File: src/rtl/hazard_unit.sv
// ID-stage hazard unit. It tracks the destinations of the instructions in EXE, MEM and WB,
// stalls ID on RAW hazards and while MULT is busy, and flushes IF on taken branches.
module hazard_unit #(
  parameter int REG_ADDR_LEN  = 5,
  parameter int MULT_LATENCY  = 4,
  parameter int STALL_CNT_LEN = 16
) (
  input  logic                     clk,
  input  logic                     rst,
  input  logic                     id_valid,
  input  logic [REG_ADDR_LEN-1:0]  id_src1,
  input  logic [REG_ADDR_LEN-1:0]  id_src2,
  input  logic                     id_two_src,
  input  logic [REG_ADDR_LEN-1:0]  id_dest,
  input  logic                     id_wb_en,
  input  logic                     id_is_mult,
  input  logic                     branch_taken,
  output logic                     hazard_detected,
  output logic                     pc_freeze,
  output logic                     if_flush,
  output logic                     mult_busy,
  output logic [STALL_CNT_LEN-1:0] stall_count
);

  typedef struct packed {
    logic                    wb_en;
    logic [REG_ADDR_LEN-1:0] dest;
  } slot_t;

  localparam int          NSLOT = 3;  // 0 = EXE, 1 = MEM, 2 = WB
  localparam logic [3:0]  MLOAD = 4'(MULT_LATENCY - 1);

  slot_t      slot [NSLOT];
  logic [3:0] mcnt;
  logic [NSLOT-1:0] hit1, hit2;
  logic       raw, busy, stall, issue;

  // No forwarding: WB still counts because the register file writes on the same edge it is read.
  for (genvar i = 0; i < NSLOT; i++) begin : g_match
    assign hit1[i] = slot[i].wb_en && (slot[i].dest == id_src1) && (id_src1 != '0);
    assign hit2[i] = slot[i].wb_en && (slot[i].dest == id_src2) && (id_src2 != '0);
  end

  assign raw   = id_valid && ((|hit1) || (id_two_src && (|hit2)));
  assign busy  = (mcnt != 4'd0);
  assign stall = !rst && (raw || busy);
  assign issue = id_valid && !stall;

  assign hazard_detected = stall;
  assign pc_freeze       = stall;
  assign mult_busy       = !rst && busy;
  assign if_flush        = !rst && branch_taken && !stall;

  always_ff @(posedge clk) begin
    if (rst) begin
      for (int i = 0; i < NSLOT; i++) slot[i] <= '0;
      mcnt        <= 4'd0;
      stall_count <= '0;
    end else begin
      slot[2] <= slot[1];
      slot[1] <= slot[0];
      slot[0] <= '{wb_en: id_wb_en && issue, dest: id_dest};
      if (issue && id_is_mult) mcnt <= MLOAD;
      else if (busy)           mcnt <= mcnt - 4'd1;
      if (stall && (stall_count != '1)) stall_count <= stall_count + 1'b1;
    end
  end

endmodule

File: config.mk
export PLATFORM = sky130hd
export DESIGN_NAME = hazard_unit
export DESIGN_NICKNAME = d
export VERILOG_FILES = /design/src/rtl/hazard_unit.sv
export SDC_FILE = /design/constraint.sdc
export NUM_CORES = 1
export LEC_CHECK = 0
export CAP_MARGIN = 20
export CORE_MARGIN = 2
export CORE_UTILIZATION = 51
export CTS_BUF_LIST = sky130_fd_sc_hd__clkbuf_16
export DETAILED_ROUTE_END_ITERATION = 8
export PLACE_DENSITY_LB_ADDON = 0.05
export RECOVER_POWER = 25
export SLEW_MARGIN = 20
export SYNTH_ARGS = -nofsm -noshare
export SYNTH_HDL_FRONTEND = slang
export SYNTH_SLANG_ARGS = --single-unit
export TNS_END_PERCENT = 50
File: constraint.sdc
create_clock -name clk -period 3.09 [get_ports clk]
set_input_delay 0.309 -clock clk [delete_from_list [all_inputs] [get_ports clk]]
set_output_delay 0.309 -clock clk [all_outputs]
set_load 0.005 [all_outputs]
==> Word level (Yosys, flattened, before mapping) <==
Memory sizes are Yosys's and may differ from the RTL's.
Index checks and enable logic that the tools add are counted.
{ "word_totals": {"reg_bits": 20, "latch_bits": 0, "ram_bits": 18, "mem_bits_ro": 0, "input_bits": 22, "output_inout_bits": 20, "mem_count": 1} }
{ "mem_list": {"columns": ["memory", "depth", "width", "rd", "rd_ports_with_merged_regs", "write_ports", "line", "text"], "rows": [
  ["slot", 3, 6, 3, 0, 3, "33", "slot_t slot [NSLOT];"]
]} }
{ "classes": {"n_addsub": 2, "n_mul": 0, "div_mod_pow": 0, "n_lt_le_gt_ge": 0, "eq_ne": 7, "n_shift": 0, "muxes": 8, "bitwise_logic": 3, "reduce_logical": 33} }
{ "op_table": {"columns": ["cell", "count"], "rows": [
  ["5-bit == test", 6],
  ["1-bit logical AND", 22],
  ["6-bit 2-to-1 mux", 3],
  ["16-bit by 1-bit adder with 16-bit output, second input constant", 1],
  ["16-bit inequality test, second input constant", 1],
  ["5-bit nonzero test", 2],
  ["3-bit OR reduction", 2],
  ["2-bit 2-to-1 mux", 2],
  ["4-bit nonzero test", 1],
  ["4-bit by 1-bit subtractor with 4-bit output, second input constant", 1],
  ["1-bit 2-to-1 mux", 3],
  ["1-bit OR", 3],
  ["1-bit zero test", 2],
  ["1-bit logical OR", 2],
  ["2-bit nonzero test", 1],
  ["2-bit OR reduction", 1]
]} }

==> Depth between registers and ports, before layout <==
An unclocked memory read counts as a cell.
{ "depth": {"ltp_word": 14, "ltp_mapped": 10, "ltp_nobuf": 8} }

==> Least setup slack after synthesis <==
Ideal clock, no wire load.
{ "synth_path": {"kind": "input port to output port", "start": "input port id_src1[1]", "end": "output port pc_freeze", "t_arrival_ns": 2.171, "t_required_ns": 2.781, "slack_ns": 0.610, "path_stages": 9, "path_cell_list": "or4_4 nor2_4 nor3_2 or2_4 o41ai_2 buf_6 buf_8 nor2_1 buf_4"} }
{ "synth_between": {"elab_chain_len": 8, "elab_cells_between_ends": 15, "classes_between": "eq/ne (3); reduce/logical (12)"} }
{ "synth_rtl": {"columns": ["element", "line", "text"], "rows": [
  ["start, declared", "11", "input logic [REG_ADDR_LEN-1:0] id_src1,"],
  ["5-bit == test", "40", "assign hit1[i] = slot[i].wb_en && (slot[i].dest == id_src1) && (id_src1 != '0);"],
  ["1-bit logical AND (2 in a row)", "40", null],
  ["3-bit OR reduction *", "44", "assign raw = id_valid && ((|hit1) || (id_two_src && (|hit2)));"],
  ["1-bit logical OR *", "44", null],
  ["1-bit logical AND *", "44", null],
  ["1-bit logical OR *", "46", "assign stall = !rst && (raw || busy);"],
  ["1-bit logical AND *", "46", null],
  ["end, declared", "19", "output logic pc_freeze,"]
]} }
Every way passes the cells marked *; elsewhere a longest branch is shown, timed or not.

==> Final worst setup path <==
{ "layout_path": {"start": "input port id_src2[2]", "end": "output port if_flush"} }
{ "layout_between": {"elab_chain_len": 11, "elab_cells_between_ends": 18, "classes_between": "eq/ne (3); reduce/logical (15)"} }
{ "layout_rtl": {"columns": ["element", "line", "text"], "rows": [
  ["start, declared", "12", "input logic [REG_ADDR_LEN-1:0] id_src2,"],
  ["5-bit == test", "41", "assign hit2[i] = slot[i].wb_en && (slot[i].dest == id_src2) && (id_src2 != '0);"],
  ["1-bit logical AND (2 in a row)", "41", null],
  ["3-bit OR reduction *", "44", null],
  ["1-bit logical AND *", "44", null],
  ["1-bit logical OR *", "44", null],
  ["1-bit logical AND *", "44", null],
  ["1-bit logical OR *", "46", null],
  ["1-bit logical AND *", "46", null],
  ["1-bit zero test *", "52", "assign if_flush = !rst && branch_taken && !stall;"],
  ["1-bit logical AND *", "52", null],
  ["end, declared", "20", "output logic if_flush,"]
]} }
Marked as above.

==> metrics.txt <==
synthesized netlist cell count 224; Combinational Power Share 0.354; switching portion of total power 0.321; arrival time at the worst endpoint 2.64 ns; part of the Yosys area used for sequential elements 0.363; pin count of the biggest net entering global routing 32; post-detailed-route wirelength per cell 14.4 µm; Fill cells about 320; Detailed Routing Iterations Pass 1 4; total inserted antenna cells 0; number of buffers inserted for hold repair after clock tree synthesis 0; total leakage power 1.06 nW; distinct cell type count of the synthesized netlist 50; vias in the first global route between 1500 and 2000; Worst-Skew Late Latency 0.28 ns; Die Area 0.00464 mm²; chip height 68.1 µm; worst-case headroom to the max-slew limit 0.0473; Initial Utilization 0.527; Max VDD drop around 0.55 mV; vias after detailed routing 1800; share of total power in the clock network 0.315; final HPWL from detailed placement around 3600 µm; Post-Syn Area per Cell between 9 and 10 µm²; transition time at the pin with the least slew margin 1.43 ns; most used standard cell by instance count after synthesis sky130_fd_sc_hd__dfxtp_1; RSZ-0062 raised after global routing no; post-synthesis register bit count 38; number of buffers inserted during clock tree synthesis 5; hold crit path type register to register; Final GP Congestion ~0.77; combined global-route utilization of all metal layers 0.232; maximum clock skew at final layout approximately 0.0042 ns; category of the most critical setup path input port to output port; Post-Route WL 4770 µm; iteration-0 DRC count of the detailed router 87; outcome complete, no violations; number of antenna violations at the first check in global routing 0; final number of max-transition violations 0; number of hold violations in the final report 0; Die Span X about 68 µm; kind of end point of the critical path output port; Layout Nets slightly above 300; wire length of the first global-routing pass around 7900 µm; total congestion overflow 0; number of sinks driven by the clock tree 38; top_reg_cell synth sky130_fd_sc_hd__dfxtp_1; fin crit period 2.95 ns; Std-Cell Rows 23; Max Fanout on Critical Path 2; post-route worst setup slack 0.145 ns; core region area a little under 0.004 mm²; maximum clock insertion buffer count 2; required time at the worst-slack endpoint 2.78 ns; post-synthesis cell type with the largest combined area sky130_fd_sc_hd__dfxtp_1; Post-Route Setup TNS 0 ns; number of flops mapped to enable cells by yosys 0; period utilisation layout 0.953; CTS tree done; top-area cell type share of the netlist area 0.363; register clock-pin slew on the reported worst setup and hold paths 0.06 ns; dominant cells by area after synthesis sky130_fd_sc_hd__dfxtp_1 36%, sky130_fd_sc_hd__xnor2_1 7.5%, sky130_fd_sc_hd__nor2b_1 6.9%; startpoint type of the worst setup path input port; final hold slack 0.500 ns; most instantiated cells after synthesis 38 x sky130_fd_sc_hd__dfxtp_1, 23 x sky130_fd_sc_hd__nor2b_1, 18 x sky130_fd_sc_hd__xnor2_1; async set-reset flop share out of synthesis 0; final number of setup-violating endpoints 0; net count after synthesis 249; net switching component of the power 0.573 mW; internal portion of total power approximately 1.2 mW; synthesis warning total 0; peak clock frequency supported by timing 340 MHz; number of top-level design ports 42; power per cell area 637 mW/mm²; post-place setup slack -0.0721 ns; CTS H-tree lvls 2; area overhead of the layout relative to synthesis 34.1%; summed instance area of the synthesized netlist 0.00209 mm²; DRC errors left 0; Port-buffer cells 41; max-cap viol count 0; share of power burned in registers 0.331; Root Driver sky130_fd_sc_hd__clkbuf_16; number of routed nets with antenna violations 0; vias per cell roughly 5.4; final core utilization 0.707; ratio of cells with drive above 1 in the final layout 0.160
[cell families after synthesis]
family	after synthesis	synth area share
and+or+nand+nor	103	0.304
DFF	38	0.363
xor gates and xnor gates	32	0.134
AOI/OAI and AO/OA	29	0.111
buffers and inverters	13	0.0346
muxes	6	0.0352
adders and majority gates	3	0.0179
[repair_timing]
action                                  CTS  global route
gates resized for setup                   2             1
hold endpoints to repair                  0             0
setup buffers                             1             0
endpoints found under the setup margin    1             1
pin swaps                                 3             1
[metrics by stage]
stage	area (µm²)	power [mW]	std cells
final	2810	1.79	331
after global routing	2810	1.90	331
after CTS	2810	1.80	331
after detailed placement	2650	1.24	323
after global placement	2650	1.23	323
after floorplan	2090	1.04	224
[area by class of cell]
| class | count | area, µm² | area share |
|---|---|---|---|
| multi-input cells | 173 | 1270 | 0.453 |
| clock buffers | 5 | 125 | 0.0445 |
| repair buffers | 60 | 543 | 0.193 |
| clock inverters | 2 | 33.8 | 0.0120 |
| flip-flops and latches | 38 | 761 | 0.271 |
| inverters | 3 | 11.3 | 0.00401 |
| well taps | 50 | 62.6 | 0.0223 |
[cells in the final DEF, fill, tap and decap left out, types with 4 or more instances in the layout]
cell type and count:
sky130_fd_sc_hd__dfxtp_1 38, sky130_fd_sc_hd__clkdlybuf4s50_1 37, sky130_fd_sc_hd__nor2b_1 23, sky130_fd_sc_hd__xnor2_1 18, sky130_fd_sc_hd__buf_4 18, sky130_fd_sc_hd__xor2_1 14, sky130_fd_sc_hd__nand3_1 12, sky130_fd_sc_hd__nor2_1 11
sky130_fd_sc_hd__nand4_1 9, sky130_fd_sc_hd__and3_1 8, sky130_fd_sc_hd__a21oi_2 7, sky130_fd_sc_hd__nand2_1 6, sky130_fd_sc_hd__nor3_1 5, sky130_fd_sc_hd__clkbuf_16 5, sky130_fd_sc_hd__or4_1 4, sky130_fd_sc_hd__o21ai_1 4
sky130_fd_sc_hd__o31ai_1 4
[power groups by stage]
stage	clock network [mW]	registers [mW]	logic, mW
floorplan	0	0.591	0.447
global placement	0	0.601	0.629
detailed placement	0	0.601	0.637
CTS	0.573	0.591	0.636
global route	0.595	0.599	0.705
finish	0.563	0.591	0.634
[final timing paths]
path                                  start               to  slack [ns]  depth (start not counted)
worst min-delay path            slot[0][11]      slot[0][17]        0.50                          1
worst max register to register   slot[0][6]  stall_count[13]        0.73                          9
worst min register to register  slot[0][11]      slot[0][17]        0.50                          1
worst max-delay path             id_src2[2]         if_flush        0.14                          9
[critical path, cell delays in order]
cell                              delay [ns]
sky130_fd_sc_hd__clkdlybuf4s50_1        0.42
sky130_fd_sc_hd__or4_1                  0.50
sky130_fd_sc_hd__o21a_1                 0.22
sky130_fd_sc_hd__nand2b_1               0.15
sky130_fd_sc_hd__o41a_1                 0.40
sky130_fd_sc_hd__o41a_1                 0.14
sky130_fd_sc_hd__nor2_1                 0.12
sky130_fd_sc_hd__and2_1                 0.14
sky130_fd_sc_hd__dlygate4sd2_1          0.23
[per-layer routing]
metal  global-route usage  part of all wire
met1                0.302              0.49
met2                0.365              0.45
met3               0.0674             0.043
met4               0.0850             0.012
met5                    0                 0
[flip-flops by register name, summed over array words and instances, names as in the netlist]
| register | flops |
|---|---|
| mcnt | 4 |
| slot | 18 |
| stall_count | 16 |
Note: power is estimated with default switching activity, not from simulation.
